<file path="src/rtl/fetch_stage.sv">
`default_nettype none
// ============================================================================
// Module   : fetch_stage
// Brief    : Instruction-fetch stage. Owns the PC, issues I-cache reads, holds
//            across misses and drains an in-flight fill before a redirect.
// Revision : 1.0
// ============================================================================
module fetch_stage #(
    parameter int                    DATA_WIDTH = 32,
    parameter logic [DATA_WIDTH-1:0] RESET_PC   = '0,
    parameter logic [DATA_WIDTH-1:0] NOP_INSTR  = DATA_WIDTH'(32'h13)
) (
    input  logic                  clk,
    input  logic                  rst,
    input  logic                  StallF,
    input  logic                  PCSrcE,
    input  logic [DATA_WIDTH-1:0] PCTargetE,
    input  logic                  imem_ready,
    input  logic [DATA_WIDTH-1:0] imem_rdata,
    output logic                  imem_req,
    output logic [DATA_WIDTH-1:0] imem_addr,
    output logic [DATA_WIDTH-1:0] PCF,
    output logic [DATA_WIDTH-1:0] InstrF,
    output logic [DATA_WIDTH-1:0] PCPlus4F,
    output logic                  ValidF,
    output logic                  MissStallF
);

    localparam logic [DATA_WIDTH-1:0] c_pc_step = DATA_WIDTH'(4);

    typedef enum logic [1:0] {
        S_FETCH = 2'd0,
        S_MISS  = 2'd1,
        S_DRAIN = 2'd2
    } state_t;

    state_t                r_state;
    logic [DATA_WIDTH-1:0] r_pc;
    logic [DATA_WIDTH-1:0] r_target;

    logic                  w_deliver;
    logic [DATA_WIDTH-1:0] w_pc_plus4;

    // Data arriving in DRAIN belongs to the abandoned path and is never delivered.
    assign w_deliver  = (r_state != S_DRAIN) && imem_ready;
    assign w_pc_plus4 = r_pc + c_pc_step;

    assign imem_req   = !rst;
    assign imem_addr  = r_pc;
    assign PCF        = r_pc;
    assign PCPlus4F   = w_pc_plus4;
    assign ValidF     = !rst && w_deliver;
    assign MissStallF = !rst && !w_deliver;
    assign InstrF     = ValidF ? imem_rdata : NOP_INSTR;

    always_ff @(posedge clk) begin
        if (rst) begin
            r_state  <= S_FETCH;
            r_pc     <= RESET_PC;
            r_target <= '0;
        end else begin
            case (r_state)
                S_FETCH, S_MISS: begin
                    if (imem_ready) begin
                        r_state <= S_FETCH;
                        if (PCSrcE) begin
                            r_pc <= PCTargetE;
                        end else if (!StallF) begin
                            r_pc <= w_pc_plus4;
                        end
                    end else if (PCSrcE) begin
                        // Let the outstanding fill finish before jumping away.
                        r_target <= PCTargetE;
                        r_state  <= S_DRAIN;
                    end else begin
                        r_state <= S_MISS;
                    end
                end
                S_DRAIN: begin
                    if (imem_ready) begin
                        r_pc    <= PCSrcE ? PCTargetE : r_target;
                        r_state <= S_FETCH;
                    end else if (PCSrcE) begin
                        r_target <= PCTargetE;
                    end
                end
                default: begin
                    r_state <= S_FETCH;
                end
            endcase
        end
    end

endmodule
`default_nettype wire
</file>
<file path="config.mk">
export PLATFORM = sky130hd
export DESIGN_NAME = fetch_stage
export DESIGN_NICKNAME = d
export VERILOG_FILES = /design/src/rtl/fetch_stage.sv
export SDC_FILE = /design/constraint.sdc
export NUM_CORES = 1
export LEC_CHECK = 0
export BUFFER_PORTS_ARGS = -buffer_cell sky130_fd_sc_hd__buf_2
export CORE_MARGIN = 2
export CORE_UTILIZATION = 48
export DETAILED_ROUTE_END_ITERATION = 10
export PLACE_DENSITY = 0.82
export SLEW_MARGIN = 20
export SYNTH_ARGS = -nofsm -noshare
export SYNTH_HDL_FRONTEND = slang
export SYNTH_SLANG_ARGS = --single-unit
</file>
<file path="constraint.sdc">
create_clock -name clk -period 2.8 [get_ports clk]
set_clock_uncertainty 0.05 [all_clocks]
set_input_delay 0.14 -clock clk [delete_from_list [all_inputs] [get_ports clk]]
set_output_delay 0.14 -clock clk [all_outputs]
set_load 0.01 [all_outputs]
</file>
==> results.py <==
metrics = {
    "cts": {
        "clk_path_buf_depth": 2,
        "cts.clk_slew.worst_paths_ns": 0.07,
        "cts_tree": "built",
        "post_cts_buffers": 0,
        "cts-buffers-inserted": 9,
        "clkSinkCount": 66,
        "htree_levels": 3,
        "worstSkewPairLatency_ns": 0.35,
        "cts_root_buffer": "clkbuf_8",
    },
    "sta": {
        "rsz0062_at_grt": "no",
        "tightest_slew_ns": 0.831,
        "slew_headroom": 0.444,
        "final.setup.tns_ns": 0,
        "fmax_ghz": 0.388,
        "setup_violations": 0,
        "whs_ns": 0.00463,
        "hold_viol_final": 0,
        "slew_viol_final": 0,
        "finalCriticalPeriod_ns": 2.58,
        "post-route-period-util": 0.920,
    },
    "floorplan": {
        "die_x_um": 100,
        "core_region_area_um2": 9110,
        "dieHeight_um": 100,
        "rows": 35,
        "start_util": 0.487,
        "dieArea_um2": 10000,
        "ioPinCount": 200,
    },
    "synthesis": {
        "yosys.area.top_type": "dfxtp_1",
        "synth_area_per_cell_um2": 7.44,
        "async_flop_share": 0,
        "ys_seq_area_frac": 0.298,
        "syn_inst": 597,
        "synth_commonest_cells": "nand2_1, dfxtp_1, a21oi_1",
        "synth_edf_count": 0,
        "synthesis.nets": 667,
        "netlist_top_cells_area": "dfxtp_1, nand2_1, a21oi_1",
        "synth.most_common_cell": "nand2_1",
        "ys_warn_count": 0,
        "synth_flop_cell": "dfxtp_1",
        "yosysTopAreaCellShare": 0.298,
        "ys_ff_latch": 66,
        "synth_cell_types": 58,
        "netlist_area_um2": 4440,
    },
    "cells_and_area": {
        "syn_to_final_growth_pct": 26.0,
        "drive_gt1_frac": 0.319,
        "fin_area_um2": 5600,
        "n_antenna_cell": 0,
        "final.fill_count": 827,
        "finalNetCount": 832,
    },
    "routing": {
        "num_vias": 5013,
        "via_per_inst": 5.71,
        "avgRoutedWirePerCell_um": 16.8,
        "drc_errors": 0,
        "drt_iter0_markers": 429,
        "final_antenna_net_count": 0,
        "drt_wl_total_mm": 14.7,
        "first_pass_iters": 8,
    },
    "placement": {
        "place_area_um2": 5200,
        "place.gp.congestion": 0.953,
        "hpwl_mm": 10.6,
        "port_buffers": 199,
    },
    "run_status": {
        "status": "completed",
    },
    "worst_setup_path": {
        "critPathArrivalTime_ns": 2.39,
        "start_kind": "flip-flop",
        "cp-end-kind": "output port",
        "path_class": "flip-flop to output port",
        "cp.required_ns": 2.61,
        "critPathMaxFanout": 7,
    },
    "grt": {
        "first_global_vias": 4580,
        "grt_first_pass_wirelength_mm": 22.6,
        "grt_max_degree": 59,
        "antenna_found_initial": 0,
        "grt_usage": 0.285,
        "grt-ovfl-total": 0,
    },
    "power_and_ir_drop": {
        "power_mw": 2.30,
        "irDropWorstVdd_uv": 251,
        "powerDensity_nw_per_um2": 411,
        "p_leak_nw": 2.63,
    },
    "min_path": {
        "hold_class": "primary input to flip-flop",
    },
    "flow_run": {
        "cap_violations": 0,
    },
}
==> layer usage <==
metal / vias up / part of all wire / track usage / wire, um
li1: 2391 / - / - / -
met1: 2303 / 0.37 / 0.332 / 5500
met2: 283 / 0.51 / 0.511 / 7490
met3: 36 / 0.088 / 0.0522 / 1300
met4: 0 / 0.030 / 0.120 / 449
met5: - / 0 / 0 / 0
==> layout make-up <==
type,count,area (um2),area share
Clock buffer,13,149,0.0266
Multi-Input combinational cell,441,2600,0.464
Clock inverter,3,15.0,0.00268
Sequential cell,66,1320,0.236
Tap cell,111,139,0.0248
Inverter,8,30.0,0.00537
Timing Repair Buffer,236,1340,0.240
==> kinds of logic (layout without fill, tap and decap cells) <==
family,after synthesis,count (layout),synth area share
multiplexers,4,4,0.00902
adder cells (fa/ha/maj),1,1,0.00282
buffers and inverters,90,260,0.122
AND/OR/NAND/NOR,259,259,0.308
AO/OA/AOI/OAI,150,150,0.208
XOR/XNOR,27,27,0.0533
flip-flops,66,66,0.298
==> state kept, by name, summed over array words and instances, names as in the netlist <==
signal	flops
PCF	32
r_state	2
r_target	32
==> critical path, cell delays in order (launching register included) <==
cell,delay [ns]
dfxtp_1,0.45
ha_1,0.29
nand3_1,0.23
buf_4,0.24
nor4_1,0.46
xor2_1,0.20
buf_2,0.16
==> worst paths after layout <==
check | startpoint | to | slack (ns) | cells after the start
worst max register to register | PCF[6] | PCF[26] | 0.44 | 5
worst max-delay path | PCF[3] | PCPlus4F[14] | 0.22 | 6
worst min-delay path | PCTargetE[31] | r_target[31] | 0.005 | 3
worst min register to register | r_target[15] | r_target[15] | 0.40 | 2
==> layout by cell type (no fill, tap or decap), types with 2 or more instances in the layout <==
| cell type | n |
|---|---|
| a21oi_1 | 63 |
| nand3_1 | 15 |
| nor3_1 | 6 |
| o311ai_0 | 2 |
| or3_1 | 2 |
| nor3b_1 | 4 |
| nand2b_1 | 4 |
| o31ai_1 | 5 |
| a22oi_1 | 7 |
| clkbuf_8 | 10 |
| dfxtp_1 | 66 |
| nand3b_1 | 4 |
| or4_1 | 4 |
| xnor2_1 | 19 |
| xor2_1 | 8 |
| dlygate4sd3_1 | 23 |
| and3_2 | 4 |
| inv_1 | 8 |
| a31oi_1 | 9 |
| nor2_1 | 19 |
| a31o_2 | 3 |
| o211ai_1 | 2 |
| nand4_1 | 12 |
| nor2b_1 | 6 |
| nand2_1 | 112 |
| a32o_1 | 9 |
| and3_1 | 12 |
| a21o_1 | 4 |
| o21ai_0 | 33 |
| mux2i_1 | 4 |
| a211oi_1 | 3 |
| clkinv_2 | 3 |
| buf_2 | 199 |
| clkbuf_1 | 3 |
| buf_4 | 13 |
| and2_1 | 32 |
| nor4_4 | 2 |
| and4_1 | 4 |
| nor4_1 | 7 |
==> per-stage QoR <==
stage | utilization | setup WS [ns] | instances
finish | 0.614 | 0.223 | 878
global route | 0.614 | 0.0428 | 878
CTS | 0.614 | 0.219 | 878
detailed placement | 0.571 | 0.497 | 839
global placement | 0.571 | 0.599 | 839
floorplan | - | 0.697 | 597
==> power breakdown <==
| group | internal [mW] | total [mW] | switching [mW] |
|---|---|---|---|
| clock | 0.342 | 0.710 | 0.368 |
| sequential | 0.989 | 1.06 | 0.0697 |
| combinational | 0.231 | 0.532 | 0.301 |
| total | 1.56 | 2.30 | 0.738 |
==> timing repair <==
| action | CTS | global route |
|---|---|---|
| hold buffers | 23 | 0 |
| hold endpoints to repair | 23 | 0 |
| endpoints found under the setup margin | 0 | 1 |
| gates resized for setup | 0 | 1 |
Note: power is estimated with default switching activity, not from simulation.
